## src/rtl/camera_capture.sv

```systemverilog
// camera_capture: parallel camera bus receiver with frame geometry check and output FIFO.
// Optional completed-frame counter is built when CAMERA_CAPTURE_STATS_EN is defined.
module camera_capture #(
    parameter int          DATA_W     = 10,
    parameter logic [11:0] ROWS       = 12'd480,
    parameter logic [11:0] COLS       = 12'd640,
    parameter int          FIFO_DEPTH = 8
) (
    input  logic              clk,
    input  logic              rst_n,
    input  logic [DATA_W-1:0] image,
    input  logic              href,
    input  logic              vsync,
    output logic [DATA_W-1:0] out_data,
    output logic              out_sof,
    output logic              out_eol,
    output logic              out_valid,
    input  logic              out_ready,
    output logic              frame_done,
    output logic              frame_err,
    output logic              overflow,
    output logic [15:0]       frame_count
);

    localparam int          AW      = $clog2(FIFO_DEPTH);
    localparam int          EW      = DATA_W + 2;
    localparam logic [AW:0] LP_FULL = (AW + 1)'(FIFO_DEPTH);

    typedef enum logic [1:0] {
        S_IDLE,
        S_SYNC,
        S_FRAME
    } state_t;

    state_t              r_state;
    logic [DATA_W-1:0]   r_image_s1;
    logic                r_href_s1;
    logic                r_href_s2;
    logic                r_vsync_s1;
    logic                r_vsync_s2;
    logic [11:0]         r_row;
    logic [11:0]         r_col;
    logic                r_frame_done;
    logic                r_frame_err;
    logic                r_overflow;
    logic [EW-1:0]       r_mem [FIFO_DEPTH];
    logic [AW-1:0]       r_wr;
    logic [AW-1:0]       r_rd;
    logic [AW:0]         r_count;

    logic                w_vrise;
    logic                w_fall;
    logic                w_push;
    logic                w_pop;
    logic                w_full;
    logic                w_wr;
    logic                w_drop;
    logic                w_sof;
    logic                w_eol;
    logic [11:0]         w_row_nxt;

    always_ff @(posedge clk or negedge rst_n) begin
        if (!rst_n) begin
            r_image_s1 <= '0;
            r_href_s1  <= 1'b0;
            r_href_s2  <= 1'b0;
            r_vsync_s1 <= 1'b0;
            r_vsync_s2 <= 1'b0;
        end else begin
            r_image_s1 <= image;
            r_href_s1  <= href;
            r_href_s2  <= r_href_s1;
            r_vsync_s1 <= vsync;
            r_vsync_s2 <= r_vsync_s1;
        end
    end

    assign w_vrise   = r_vsync_s1 && !r_vsync_s2;
    assign w_fall    = r_href_s2 && !r_href_s1;
    assign w_row_nxt = r_row + 12'd1;
    assign w_sof     = (r_row == 12'd0) && (r_col == 12'd0);
    assign w_eol     = (r_col == COLS - 12'd1);
    // An over-long row is rejected at the first pixel past COLS.
    assign w_push    = (r_state == S_FRAME) && !w_vrise && r_href_s1 && (r_col != COLS);
    assign w_pop     = (r_count != '0) && out_ready;
    assign w_full    = (r_count == LP_FULL);
    assign w_wr      = w_push && (!w_full || w_pop);
    assign w_drop    = w_push && w_full && !w_pop;

    always_ff @(posedge clk or negedge rst_n) begin
        if (!rst_n) begin
            r_state      <= S_IDLE;
            r_row        <= '0;
            r_col        <= '0;
            r_frame_done <= 1'b0;
            r_frame_err  <= 1'b0;
            r_overflow   <= 1'b0;
        end else begin
            r_frame_done <= 1'b0;
            r_frame_err  <= 1'b0;
            if (w_drop) r_overflow <= 1'b1;
            unique case (r_state)
                S_IDLE: begin
                    if (w_vrise) r_state <= S_SYNC;
                end
                S_SYNC: begin
                    if (!r_vsync_s1) begin
                        r_state    <= S_FRAME;
                        r_row      <= '0;
                        r_col      <= '0;
                        r_overflow <= 1'b0;
                    end
                end
                S_FRAME: begin
                    if (w_vrise) begin
                        r_frame_err <= 1'b1;
                        r_state     <= S_SYNC;
                    end else if (r_href_s1) begin
                        if (r_col == COLS) begin
                            r_frame_err <= 1'b1;
                            r_state     <= S_IDLE;
                        end else begin
                            r_col <= r_col + 12'd1;
                        end
                    end else if (w_fall) begin
                        if (r_col != COLS) begin
                            r_frame_err <= 1'b1;
                            r_state     <= S_IDLE;
                        end else begin
                            r_row <= w_row_nxt;
                            r_col <= '0;
                            if (w_row_nxt == ROWS) begin
                                r_frame_done <= 1'b1;
                                r_state      <= S_IDLE;
                            end
                        end
                    end
                end
                default: r_state <= S_IDLE;
            endcase
        end
    end

    always_ff @(posedge clk or negedge rst_n) begin
        if (!rst_n) begin
            for (int i = 0; i < FIFO_DEPTH; i++) r_mem[i] <= '0;
            r_wr    <= '0;
            r_rd    <= '0;
            r_count <= '0;
        end else begin
            if (w_wr) begin
                r_mem[r_wr] <= {w_sof, w_eol, r_image_s1};
                r_wr        <= r_wr + 1'b1;
            end
            if (w_pop) r_rd <= r_rd + 1'b1;
            unique case ({w_wr, w_pop})
                2'b10:   r_count <= r_count + 1'b1;
                2'b01:   r_count <= r_count - 1'b1;
                default: r_count <= r_count;
            endcase
        end
    end

    assign out_data   = r_mem[r_rd][DATA_W-1:0];
    assign out_eol    = r_mem[r_rd][DATA_W];
    assign out_sof    = r_mem[r_rd][DATA_W+1];
    assign out_valid  = (r_count != '0);
    assign frame_done = r_frame_done;
    assign frame_err  = r_frame_err;
    assign overflow   = r_overflow;

`ifdef CAMERA_CAPTURE_STATS_EN
    logic [15:0] r_frame_count;
    logic        w_fin;

    // Same condition that raises frame_done; a lossy frame is not counted.
    assign w_fin = (r_state == S_FRAME) && !w_vrise && w_fall
                   && (r_col == COLS) && (w_row_nxt == ROWS);

    always_ff @(posedge clk or negedge rst_n) begin
        if (!rst_n) begin
            r_frame_count <= '0;
        end else if (w_fin && !r_overflow) begin
            r_frame_count <= r_frame_count + 16'd1;
        end
    end

    assign frame_count = r_frame_count;
`else
    assign frame_count = '0;
`endif

endmodule
```

## config.mk

```make
export PLATFORM = sky130hd
export DESIGN_NAME = camera_capture
export DESIGN_NICKNAME = d
export VERILOG_FILES = /design/src/rtl/camera_capture.sv
export SDC_FILE = /design/constraint.sdc
export NUM_CORES = 1
export LEC_CHECK = 0
export BUFFER_PORTS_ARGS = -buffer_cell sky130_fd_sc_hd__buf_2
export CORE_MARGIN = 8
export CORE_UTILIZATION = 45
export DETAILED_ROUTE_END_ITERATION = 12
export PLACE_DENSITY_LB_ADDON = 0.05
export SYNTH_ARGS = -nofsm -noshare
export SYNTH_HDL_FRONTEND = slang
export SYNTH_SLANG_ARGS = --single-unit
```

## constraint.sdc

```tcl
create_clock -name clk -period 2.53 [get_ports clk]
set_input_delay 0.506 -clock clk [delete_from_list [all_inputs] [get_ports clk]]
set_output_delay 0.506 -clock clk [all_outputs]
set_load 0.005 [all_outputs]
```

; After elaboration in Yosys (flattened, before gate mapping)
; Cells that the tools add are included.
; Widths: inputs -> output; s select.
[word_totals]
register_bits = 149
latchBits = 0
mem_bits_rw = 0
romBits = 0
input_bits = 15
out_inout_bits = 32
word_cells = 123
n_memories = 0
[op_classes]
add_sub_neg = 6
n_mul = 0
div_mod_pow = 0
n_lt_le_gt_ge = 3
n_eq_ne = 21
shift = 0
muxes = 43
bitwise_logic = 2
reduce_logical = 26
[ops]
columns = operator, count
row1 = $mux 12, 13
row2 = $bwmux 96, 1
row3 = $pmux 12 s2, 2
row4 = $bmux 12 s3, 1
row5 = $demux 12 s3, 1
row6 = $add 12x1->12 const B, 2
row7 = $eq 12x10->1 const B, 2
row8 = $logic_not 12->1, 2
row9 = $mux 2, 8
row10 = $mux 1, 15
row11 = $eq 12x9->1 const B, 1
row12 = $ne 12x10->1 const B, 1
row13 = $ne 2x2->1 const B, 6
row14 = $reduce_and 6->1, 2
row15 = $logic_and 1x1->1, 11
row16 = $ne 3x3->1 const B, 3
row17 = $ge 4x4->1 const B, 2
row18 = $not 3->4, 2
row19 = $pmux 4 s2, 1
row20 = $add 3x1->3 const B, 2
row21 = $pmux 2 s3, 1
row22 = $logic_not 1->1, 5
row23 = $ne 5x3->1 const B, 1
row24 = $reduce_and 5->1, 1
row25 = 12 further kinds, 15

; Longest topological paths before layout
; Gate-level depths: netlist of run 1.
[depth]
depth_word = 11
mapped_depth = 14
depth_no_buf = 13

; Worst setup path before layout of run 1
; No wires, ideal clock.
[synth_timing]
kind = register -> register
from = register r_col[0]
to = register r_count[2]
setup_ns = 0.124
t_arrival_ns = 2.235
required_time_ns = 2.406
setup_slack_ns = 0.171
path_stages_with_launch = 15
path_buffers = 1
period_less_slack_ns = 2.359
cell_sequence = dfrtp_1 -> inv_1 -> ha_1 -> nor2b_1 -> nand4_1 -> and4b_1 -> buf_6 -> inv_1 -> ha_1 -> xor2_1 -> ha_1 -> a21oi_1 -> xnor2_1 -> nand2_1 -> xnor2_1
[synth_via]
elab_chain_len = 5
elab_cells_between_ends = 7
cone_classes = eq/ne (3) / mux (1) / reduce/logical (3)
[synth_lines]
columns = element, line
row1 = start: declaration, 42  ; logic [11:0] r_col;
row2 = start signal: assignment, 123  ; r_col <= r_col + 12'd1;
row3 = $ne 12x10->1 (*), 84  ; assign w_push = (r_state == S_FRAME) && !w_vrise && r_href_s1 && (r_col != COLS);
row4 = $logic_and 1x1->1 (*), 84
row5 = $logic_and 1x1->1 (*), 87  ; assign w_wr = w_push && (!w_full || w_pop);
row6 = $eq 2x1->1 / $eq 2x2->1 (equally long branches), 156  ; unique case ({w_wr, w_pop})
row7 = $pmux 4 s2 / $reduce_bool 2->1 (equally long branches), -
row8 = end signal: assignment, 157  ; 2'b10: r_count <= r_count + 1'b1;
row9 = end signal: assignment, 158  ; 2'b01: r_count <= r_count - 1'b1;
row10 = end signal: assignment, 159  ; default: r_count <= r_count;
row11 = end: declaration, 49  ; logic [AW:0] r_count;
; Mark *: on every way between the ends. The rest lies on a longest branch, timed or not.
; A chain may end at the register's enable or synchronous reset.

; Worst setup path after layout of run 1
[layout_timing]
from = register r_rd[0]
to = output port out_sof
[layout_via]
elab_chain_len = 4
[layout_lines]
columns = element, line
row1 = start: declaration, 48  ; logic [AW-1:0] r_rd;
row2 = start signal: assignment, 155  ; if (w_pop) r_rd <= r_rd + 1'b1;
row3 = $not 3->4 (not written as such), 166  ; assign out_sof = r_mem[r_rd][DATA_W+1];
row4 = $bmux 12 s3, 166
row5 = $mux 12 (not written as such) (2 in a row), 166
row6 = end: declaration, 15  ; output logic out_sof,
; No other way between the ends. The select of a mux whose other input is x is not followed.

==> results of run 1 <==
-- metrics by stage --
step,worst slack [ns],instances,hold WS [ns],TNS (ns),util (%)
after floorplan,0.171,575,0.210,0,-
after global placement,0.119,815,0.397,0,49.0
after detailed placement,-0.0142,815,0.409,-0.0142,49.0
after CTS,-0.000961,845,0.0721,-0.000961,52.7
after global routing,-0.0437,845,0.0876,-0.243,53.1
final,0.0512,845,0.0663,0,53.1
-- worst max path at each step --
stage,startpoint,endpoint
finish,r_rd[0],out_sof
global route,r_rd[0],out_data[7]
floorplan,r_col[0],r_count[2]
detailed placement,out_ready,r_count[2]
CTS,r_rd[0],out_sof
global placement,r_col[4],r_count[2]
-- where the power goes --
part           total, uW  switching (uW)  internal (uW)
Sequential          3230             367           2860
Combinational       2130             836           1300
Clock               2570             945           1620
Total               7930            2150           5780
-- flip-flops by register name, summed over array words and instances (netlist names) --
register    count
r_row          12
r_mem          96
r_vsync_s1      1
r_rd            3
r_vsync_s2      1
r_wr            3
frame_done      1
r_state         2
r_image_s1     10
r_count         4
r_href_s2       1
overflow        1
r_col          12
r_href_s1       1
frame_err       1
-- layer usage --
layer,global-route usage [%],share of wire (%),vias to the layer above
met5,0,0,-
met4,4.38,0.71,0
met3,4.36,4.0,10
met2,25.5,47,76
met1,22.7,48,2388
li1,-,-,2160
-- cells by family (layout without fill, tap and decap cells) --
group / Yosys count / count (layout) / share of synthesized area (%)
fa+ha+maj: 9 / 9 / 1.51
compound gates: 68 / 68 / 6.64
flops: 149 / 149 / 50.1
buf+inv: 63 / 113 / 4.66
simple gates: 115 / 115 / 8.90
xor+xnor: 11 / 11 / 1.29
mux: 144 / 144 / 26.8
other cells: 1 / 16 / 0.0504
-- final cells by class --
type	count	area, sq um
sequential	149	3730
inverter	13	48.8
clock buffer	18	429
tap	220	275
multi-input combinational	363	3470
fill	1449	7660
timing repair buffer	71	571
clock inverter	11	161
-- cell usage after synthesis (7+ instances only) --
master	n
nand2_1	21
dfrtp_1	149
buf_2	7
mux2_1	11
xnor2_1	8
buf_4	17
o21ai_0	11
a21o_1	7
inv_1	13
nor3_1	7
ha_1	9
nor2_1	14
nand3_1	21
nand4_1	8
mux2_2	73
mux4_2	24
mux2_4	30
a21oi_1	10
clkbuf_1	21
-- worst reg2reg max path: cells and delay by family (launching register included) --
family / cells / cell delay, ns
and+or+nand+nor: 4 / 0.76
AOI/OAI and AO/OA: 1 / 0.13
DFF: 1 / 0.41
buffers and inverters: 2 / 0.25
adders and majority gates: 2 / 0.39
xor gates and xnor gates: 3 / 0.32
-- timing repair --
action,CTS,global route
pin swaps,0,0
setup buffers,1,0
setup endpoints to repair,10,12
gates resized for setup,2,15
==> results.md, run 1 <==
* Vias in the first global route at 4866
* Clock Latency Late Sink at 0.41 ns
* Nature of the critical path endpoint: output port
* Number of port buffers at 30
* Starting DRT DRC Count at 312
* # H-tree levels at 4
* Maximum capacitance violations at 0
* Initial Utilization at 45.5%
* EDFF count, synth at 0
* Synth top area share at 50.1%
* Commonest cells after routing, fill and taps aside: 148 x dfrtp_1, 67 x mux2_2, 36 x mux2_4, 35 x buf_4
* Status: completed
* Design area at 8690 sq um
* Slew @ Worst Pin at 0.604 ns
* Rows at 47
* Syn Std Cell Area at 7440 sq um
* Maximum VDD drop at 0.586 mV
* I/O pin count at 47
* Routed length per instance at 18.9 um
* Total CTS buffers at 17
* Critical Path Source Type: register
* Seq/Total Area, Yosys at 50.1%
* Crit share post-route at 98.0%
* RePlAce Congestion at 0.827
* Pwr Total at 7930 uW
* Commonest non-fill, non-tap cell in the layout: dfrtp_1
* Most used DFF post-synth: dfrtp_1
* Sink Count at 149
* Total gr overflow at 0
* DRC at 0
* CP max FO at 16
* Final Hold Viols at 0
* Max Slew Vio Count at 0
* Initial antenna violation count at 0
* Distinct cell type count after synthesis at 63
* CTS tree: done
* Pleak at 0.00400 uW
* Final setup viols at 0
* Slowest cell on crit path: mux4_2
* First-pass GRT wire length at 26300 um
* Critical path, cell by cell: buf_12 -> mux4_2 -> mux2_4 -> buf_6
* Worst stage delay on the critical path at 0.52 ns
* WP depth at 4
* Synth Instances at 560
* GRT Total Usage at 16.6%
* Hold-fix buffers, CTS at 0
* Hold WC Path Type: primary input to async pin
* RSZ-0062 raised after global routing: true
* Core area at 16300 sq um
* CP Data Required Time at 2.02 ns
* Reg2reg end: r_count[2]
* Nets at 639
* Min Tclk post-route at 2.48 ns
* Yosys top cell by area: dfrtp_1
* Post-Route WL at 16000 um
* Largest net degree at the start of global routing at 59
* Die Span Y at 145 um
* Ys async rst share at 100%
* Post-route ant nets at 0
* Root buffer cell: clkbuf_16
* Die Footprint at 20900 sq um
* Area Growth Syn to Fin at 16.7%
* Detailed-route vias per instance at 5.48
* Pre-antenna DRT Iters at 4
* Flop2flop setup slack at 0.14 ns
* DP Area at 8010 sq um
* Critical path type: register to output port
* Die X at 145 um
* DP Wirelength at 10500 um
* Pwr dens at 913 nW/um^2
* Max Root-Sink Buffers at 2
* Diode count at 0
* Top Family by Delay on Critical Path: multiplexers
* Ranking of synthesized cells by area: dfrtp_1 50%, mux2_2 11%, mux4_2 7.3%
* Vias at 4634
* Fraction of layout cells with a size suffix above 1 at 38.6%
* Syn avg cell area at 13.3 sq um
* Worst EP arrival at 1.97 ns
* Worst-path clk slew at 0.06 ns
* Ys Warns at 0
* Rel. slew slack at 59.2%
* Worst clock skew at 0.00773 ns
* #FFs+latches synth at 149
* Reg2Reg Depth at 12
* Crit path buf inv count at 2
* FF-to-FF Start: r_col[4]
* Fmax at 403 MHz
Note: power is estimated with default switching activity, not from simulation.
==> run 2, diff against run 1 <==
--- a/config.mk
+++ b/config.mk
@@ -9,7 +9,8 @@
 export CORE_MARGIN = 8
 export CORE_UTILIZATION = 45
 export DETAILED_ROUTE_END_ITERATION = 12
-export PLACE_DENSITY_LB_ADDON = 0.05
+export PLACE_DENSITY = 0.72
+export RECOVER_POWER = 50
 export SYNTH_ARGS = -nofsm -noshare
 export SYNTH_HDL_FRONTEND = slang
 export SYNTH_SLANG_ARGS = --single-unit
==> results.md, run 2 (synthesis results as in run 1) <==
* Number of port buffers at 30 (unchanged)
* Post-route ant nets at 0 (unchanged)
* Slowest cell on crit path: mux4_2
* Fraction of layout cells with a size suffix above 1 at 36.8% (-1.8 points)
* Clock Latency Late Sink at 0.42 ns (about the same)
* FILL cells at 1365 (-5.8%)
* Pwr Total at 8170 uW (+3.1%)
* Cells after DPL at 801 (-1.7%)
* Max reg flops at 96 (unchanged)
* Crit share post-route at 100% (+2.0 points)
* Critical path type: register to output port
* GRT Total Usage at 16.6% (+0.069 points)
* Sink Count at 149 (unchanged)
* Layout Utilization at 53.0% (-0.17 points)
* P_int at 5950 uW (+2.9%)
* Crit path buf inv count at 2 (unchanged)
* CTS tree: done
* Die X at 145 um (unchanged)
* Diode count at 0 (unchanged)
* DRC at 0 (unchanged)
* Met1 Wirelength at 7190 um (-7.3%)
* Commonest cells after routing, fill and taps aside: 148 x dfrtp_1, 65 x mux2_2, 38 x mux2_4, 24 x mux4_2, 23 x buf_4
* Maximum capacitance violations at 0 (unchanged)
* Final Hold Viols at 0 (unchanged)
* Rows at 47 (unchanged)
* Die Footprint at 20900 sq um (unchanged)
* Worst clock skew at 0.00853 ns (+0.000804 ns)
* Switching component of the power at 2220 uW (+3.5%)
* Pwr dens at 944 nW/um^2 (+3.4%)
* Die Span Y at 145 um (unchanged)
* DP Area at 7880 sq um (-1.6%)
* Max Slew Vio Count at 0 (unchanged)
* I/O pin count at 47 (unchanged)
* Pleak at 0.00395 uW (-1.2%)
* Final setup viols at 1 (+1)
* RSZ-0062 raised after global routing: true
* Clock share of power at 33.7% (+1.3 points)
* Routed length per instance at 19.1 um (+0.71%)
* Slew @ Worst Pin at 1.33 ns (+0.721 ns)
* Reg2reg end: r_count[2]
* Initial antenna violation count at 0 (unchanged)
* Nets at 628 (-1.7%)
* Detail Route met3 WL at 699 um (+10%)
* Min Tclk post-route at 2.53 ns (+0.0516 ns)
* Min-delay src: image[4]
* Hold WC Path Type: primary input to register
* Total gr overflow at 0 (unchanged)
* Hold-fix buffers, CTS at 0 (unchanged)
* DP Wirelength at 10300 um (-2.8%)
* Root buffer cell: clkbuf_16
* Starting DRT DRC Count at 299 (-4.2%)
* Design area at 8660 sq um (-0.32%)
* Vias in the first global route at 5038 (+3.5%)
* Highest routed layer: met4
* Met2 Wirelength at 7810 um (+4.3%)
* RePlAce Congestion at 0.871 (+5.3%)
* Pre-antenna DRT Iters at 4 (unchanged)
* Initial Utilization at 45.5% (unchanged)
* Maximum VDD drop at 0.519 mV (-12%)
* First-pass GRT wire length at 26600 um (+0.87%)
* CP Data Required Time at 2.02 ns (about the same)
* Top Family by Delay on Critical Path: multiplexers
* Final non-filler cell total at 837 (-0.95%)
* Rel. slew slack at 11.6% (-48 points)
* Largest net degree at the start of global routing at 73 (+24%)
* Critical Path Source Type: register
* Nature of the critical path endpoint: output port
* Area Growth Syn to Fin at 16.4%
* CP max FO at 12 (-4)
* # H-tree levels at 4 (unchanged)
* Largest Register: r_mem
* Commonest non-fill, non-tap cell in the layout: dfrtp_1
* Failing checks: negative setup slack
* Post-Route WL at 15900 um (-0.24%)
* Vias at 4744 (+2.4%)
* Status: finished with violations
* FF-to-FF Start: r_col[1]
* Flop2flop setup slack at 0.16 ns (+0.02 ns)
* Critical path, cell by cell: buf_12 -> mux4_2 -> mux2_4 -> buf_6
* Switching part of the total at 27.2% (+0.12 points)
* Detailed-route vias per instance at 5.67 (+3.4%)
* Gate power share at 26.7% (-0.2 points)
* Worst stage delay on the critical path at 0.52 ns (about the same)
* Hold Path Sink: r_image_s1[4]
* Total CTS buffers at 17 (unchanged)
* Flop pwr share at 39.7% (-1.0 points)
* Pre-CTS setup slack at -0.00112 ns (+0.0131 ns)
* Final Worst Setup Slack at -0.000435 ns (-0.0516 ns)
* Top Registers: r_mem (96), r_col (12), r_row (12)
* Worst-path clk slew at 0.06 ns (about the same)
* Core area at 16300 sq um (unchanged)
* Worst Hold Depth at 1
* Max Root-Sink Buffers at 2 (unchanged)
* Fmax at 395 MHz (-2.0%)
* Reg2Reg Depth at 13 (+1)
* Worst EP arrival at 2.02 ns (+0.05 ns)
## run 2: cell count changes in the layout (fill, tap and decap cells not counted), moves of 3 or more
cell and change:
clkinv_2 -4, clkbuf_1 +4, buf_6 +3, buf_2 -5
buf_4 -12
## run 2: metal layers
| layer | vias up | global-route usage [%] |
|---|---|---|
| li1 | 2147 | - |
| met1 | 2459 | 21.6 |
| met2 | 116 | 26.3 |
| met3 | 22 | 4.62 |
| met4 | 0 | 5.53 |
| met5 | - | 0 |
## run 2: stage by stage
stage	TNS [ns]	hold WS (ns)
final	-0.000435	0.187
after floorplan	0	0.210
after detailed placement	-0.00112	0.417
after CTS	-0.0882	0.0458
after global routing	-0.723	0.167
after global placement	0	0.407
## run 2: final cells by class
type	instances	area, sq um	share of cell area, %
Clock inverter	12	204	2.36
Multi-Input combinational cell	363	3470	40.1
Clock buffer	20	437	5.04
Tap cell	220	275	3.18
Inverter	13	48.8	0.564
Sequential cell	149	3730	43.1
Timing Repair Buffer	60	494	5.71
## run 2: what timing repair did
item,CTS,global route
endpoints found under the hold margin,0,0
gates resized for setup,10,13
buffers inserted,1,2
endpoints found under the setup margin,12,14
cloned,1,0
## run 2: worst max path at each step
stage	startpoint	end	depth (start not counted)
6_report	r_rd[0]	out_data[8]	4
5_1_grt	r_rd[0]	out_eol	4
4_1_cts	r_rd[0]	out_data[0]	4
3_5_place_dp	out_ready	r_count[2]	12
3_3_place_gp	out_ready	r_count[2]	12
2_1_floorplan	r_col[0]	r_count[2]	14
## run 2: worst register-to-register path, stage by stage (launching register included)
cell,delay [ns]
dfrtp_1,0.42
inv_1,0.07
ha_1,0.12
nor2b_1,0.17
nand4_1,0.16
and4b_1,0.24
inv_1,0.09
ha_2,0.23
xor2_1,0.18
ha_1,0.19
a21oi_2,0.05
xnor2_1,0.13
nand2_1,0.08
xnor2_1,0.12
## run 2: power by group through the flow
stage,sequential (uW),clock (uW),combinational (uW)
floorplan,3130,0,1460
global placement,3200,0,1900
detailed placement,3260,0,1970
CTS,3230,2790,2110
global route,3310,2900,2370
finish,3240,2750,2180
==> run 3, diff against run 2 <==
--- a/config.mk
+++ b/config.mk
@@ -11,6 +11,7 @@
 export DETAILED_ROUTE_END_ITERATION = 12
 export PLACE_DENSITY = 0.72
 export RECOVER_POWER = 50
+export SETUP_SLACK_MARGIN = 0.2
 export SYNTH_ARGS = -nofsm -noshare
 export SYNTH_HDL_FRONTEND = slang
 export SYNTH_SLANG_ARGS = --single-unit
==> results.md, run 3 (synthesis results as in run 1) <==
* Layout Utilization at 54.2% (+1.2 points)
* Post-Route WL at 16000 um (+0.29%)
* WP depth at 5 (+1)
* Maximum VDD drop at 0.626 mV (+21%)
* Switching component of the power at 2250 uW (+1.3%)
* Critical Path Source Type: register
* GRT Total Usage at 16.4% (-0.26 points)
* Commonest cells after routing, fill and taps aside: 146 x dfrtp_1, 66 x mux2_2, 37 x mux2_4, 34 x buf_4
* Hold WC Path Type: primary input to register
* Total CTS buffers at 17 (unchanged)
* CTS tree: done
* Sink Count at 149 (unchanged)
* Fmax at 399 MHz (+1.1%)
* Die X at 145 um (unchanged)
* Maximum capacitance violations at 0 (unchanged)
* DP Wirelength at 10100 um (-1.6%)
* Worst Hold Depth at 1 (unchanged)
* Worst stage delay on the critical path at 0.50 ns (-0.02 ns)
* First-pass GRT wire length at 26400 um (-0.49%)
* Max Slew Vio Count at 0 (unchanged)
* Worst-path clk slew at 0.06 ns (about the same)
* RePlAce Congestion at 0.861 (-1.1%)
* FILL cells at 1338 (-2.0%)
* Crit path buf inv count at 3 (+1)
* Status: completed
* Die Footprint at 20900 sq um (unchanged)
* Initial antenna violation count at 0 (unchanged)
* Pre-antenna DRT Iters at 4 (unchanged)
* Min-delay src: image[9]
* FF-to-FF Start: r_col[1]
* Area Growth Syn to Fin at 19.0%
* Final TNS setup at 0 ns (+0.000435 ns)
* Fraction of layout cells with a size suffix above 1 at 41.3% (+4.5 points)
* Rel. slew slack at 10.3% (-1.3 points)
* Hold-fix buffers, CTS at 0 (unchanged)
* Hold Path Sink: r_image_s1[9]
* Final Hold Viols at 0 (unchanged)
* Min Tclk post-route at 2.50 ns (-0.0268 ns)
* Post-route ant nets at 0 (unchanged)
* Slew @ Worst Pin at 1.35 ns (+0.0199 ns)
* Slowest cell on crit path: mux4_2
* DRC at 0 (unchanged)
* Flop pwr share at 39.8% (about the same)
* Pleak at 0.00405 uW (+2.5%)
* Switching part of the total at 27.9% (+0.70 points)
* Flop2flop setup slack at 0.20 ns (+0.04 ns)
* Nature of the critical path endpoint: output port
* Initial Utilization at 45.5% (unchanged)
* I/O pin count at 47 (unchanged)
* Clock Latency Late Sink at 0.42 ns (about the same)
* Top Registers: r_mem (96), r_col (12), r_row (12)
* Pwr Total at 8070 uW (-1.2%)
* # H-tree levels at 4 (unchanged)
* Vias in the first global route at 5104 (+1.3%)
* Diode count at 0 (unchanged)
* Rows at 47 (unchanged)
* Max Root-Sink Buffers at 2 (unchanged)
* Worst EP arrival at 2.00 ns (-0.02 ns)
* Commonest non-fill, non-tap cell in the layout: dfrtp_1
* RSZ-0062 raised after global routing: true
* Worst clock skew at 0.00811 ns (-0.000417 ns)
* Root buffer cell: clkbuf_16
* Crit path launch: r_rd[0]
* Total gr overflow at 0 (unchanged)
* Routed length per instance at 18.7 um (-1.8%)
* DP Area at 7890 sq um (+0.13%)
* Max reg flops at 96 (unchanged)
* Reg2Reg Depth at 13 (unchanged)
* Area of the multi-input gates at 3520 sq um (+1.5%)
* Largest Register: r_mem
* Number of port buffers at 30 (unchanged)
* Sequential cell area at 3730 sq um (about the same)
* Critical path, cell by cell: buf_12 -> buf_16 -> mux4_2 -> mux2_4 -> buf_6
* CP Data Required Time at 2.02 ns (about the same)
* Die Span Y at 145 um (unchanged)
* Largest net degree at the start of global routing at 57 (-22%)
* Core area at 16300 sq um (unchanged)
* Clock share of power at 30.7% (-3.0 points)
* Top Family by Delay on Critical Path: multiplexers
* P_int at 5820 uW (-2.2%)
* Design area at 8860 sq um (+2.3%)
* Gate power share at 29.5% (+2.8 points)
* Pwr dens at 911 nW/um^2 (-3.4%)
* Starting DRT DRC Count at 271 (-9.4%)
* Crit share post-route at 99.0% (-1.1 points)
* Vias at 4826 (+1.7%)
* Nets at 646 (+2.9%)
* Critical path type: register to output port
* Reg2reg end: r_count[2]
* CP max FO at 5 (-7)
* Final setup viols at 0 (-1)
* Detailed-route vias per instance at 5.64 (-0.41%)
-- run 3: power groups by stage --
| stage | clock network [uW] | registers, uW | logic, uW |
|---|---|---|---|
| 6_report | 2480 | 3210 | 2380 |
| 5_1_grt | 2650 | 3280 | 2570 |
| 4_1_cts | 2540 | 3190 | 2250 |
| 3_5_place_dp | 0 | 3220 | 2020 |
| 3_3_place_gp | 0 | 3170 | 1940 |
| 2_1_floorplan | 0 | 3130 | 1460 |
-- run 3: final cells by class --
cell class | instances | share of cell area, %
sequential | 149 | 42.1
timing repair buffer | 78 | 7.83
clock inverter | 11 | 1.40
multi-input combinational | 363 | 39.8
tap | 220 | 3.11
inverter | 13 | 0.579
clock buffer | 21 | 5.20
-- run 3: repair_timing --
action                     CTS  global route
setup endpoints to repair   14            57
cloned                       2             0
gates resized for setup     10            28
setup buffers                2            17
pin swaps                    1            10
-- run 3: routing by layer --
| layer | vias to the layer above | part of all wire [%] | GRT usage [%] | wire (um) |
|---|---|---|---|---|
| met5 | - | 0 | 0 | 0 |
| met4 | 0 | 1.5 | 5.26 | 236 |
| met3 | 19 | 4.9 | 4.52 | 787 |
| met2 | 110 | 51 | 27.2 | 8210 |
| met1 | 2518 | 42 | 20.2 | 6760 |
| li1 | 2179 | - | - | - |
-- run 3: worst max path at each step --
stage                       end  slack [ns]
finish              out_data[4]        0.03
global route        out_data[4]       -0.03
CTS                 out_data[4]      0.0003
detailed placement   r_count[2]        0.07
global placement     r_count[2]        0.15
floorplan            r_count[2]        0.21
-- run 3: worst reg2reg max path: cells and delay by family, from the launching register on --
kind / cells / cell delay, ns
xor+xnor: 3 / 0.49
compound gates: 1 / 0.04
simple gates: 4 / 0.61
flops: 1 / 0.41
buf+inv: 2 / 0.17
fa+ha+maj: 3 / 0.52
-- run 3: metrics by stage --
| step | hold WS, ns | setup slack [ns] | instances |
|---|---|---|---|
| floorplan | 0.210 | 0.215 | 575 |
| CTS | 0.0517 | 0.000330 | 838 |
| global placement | 0.403 | 0.151 | 802 |
| global route | 0.169 | -0.0296 | 855 |
| finish | 0.191 | 0.0263 | 855 |
| detailed placement | 0.418 | 0.0747 | 802 |
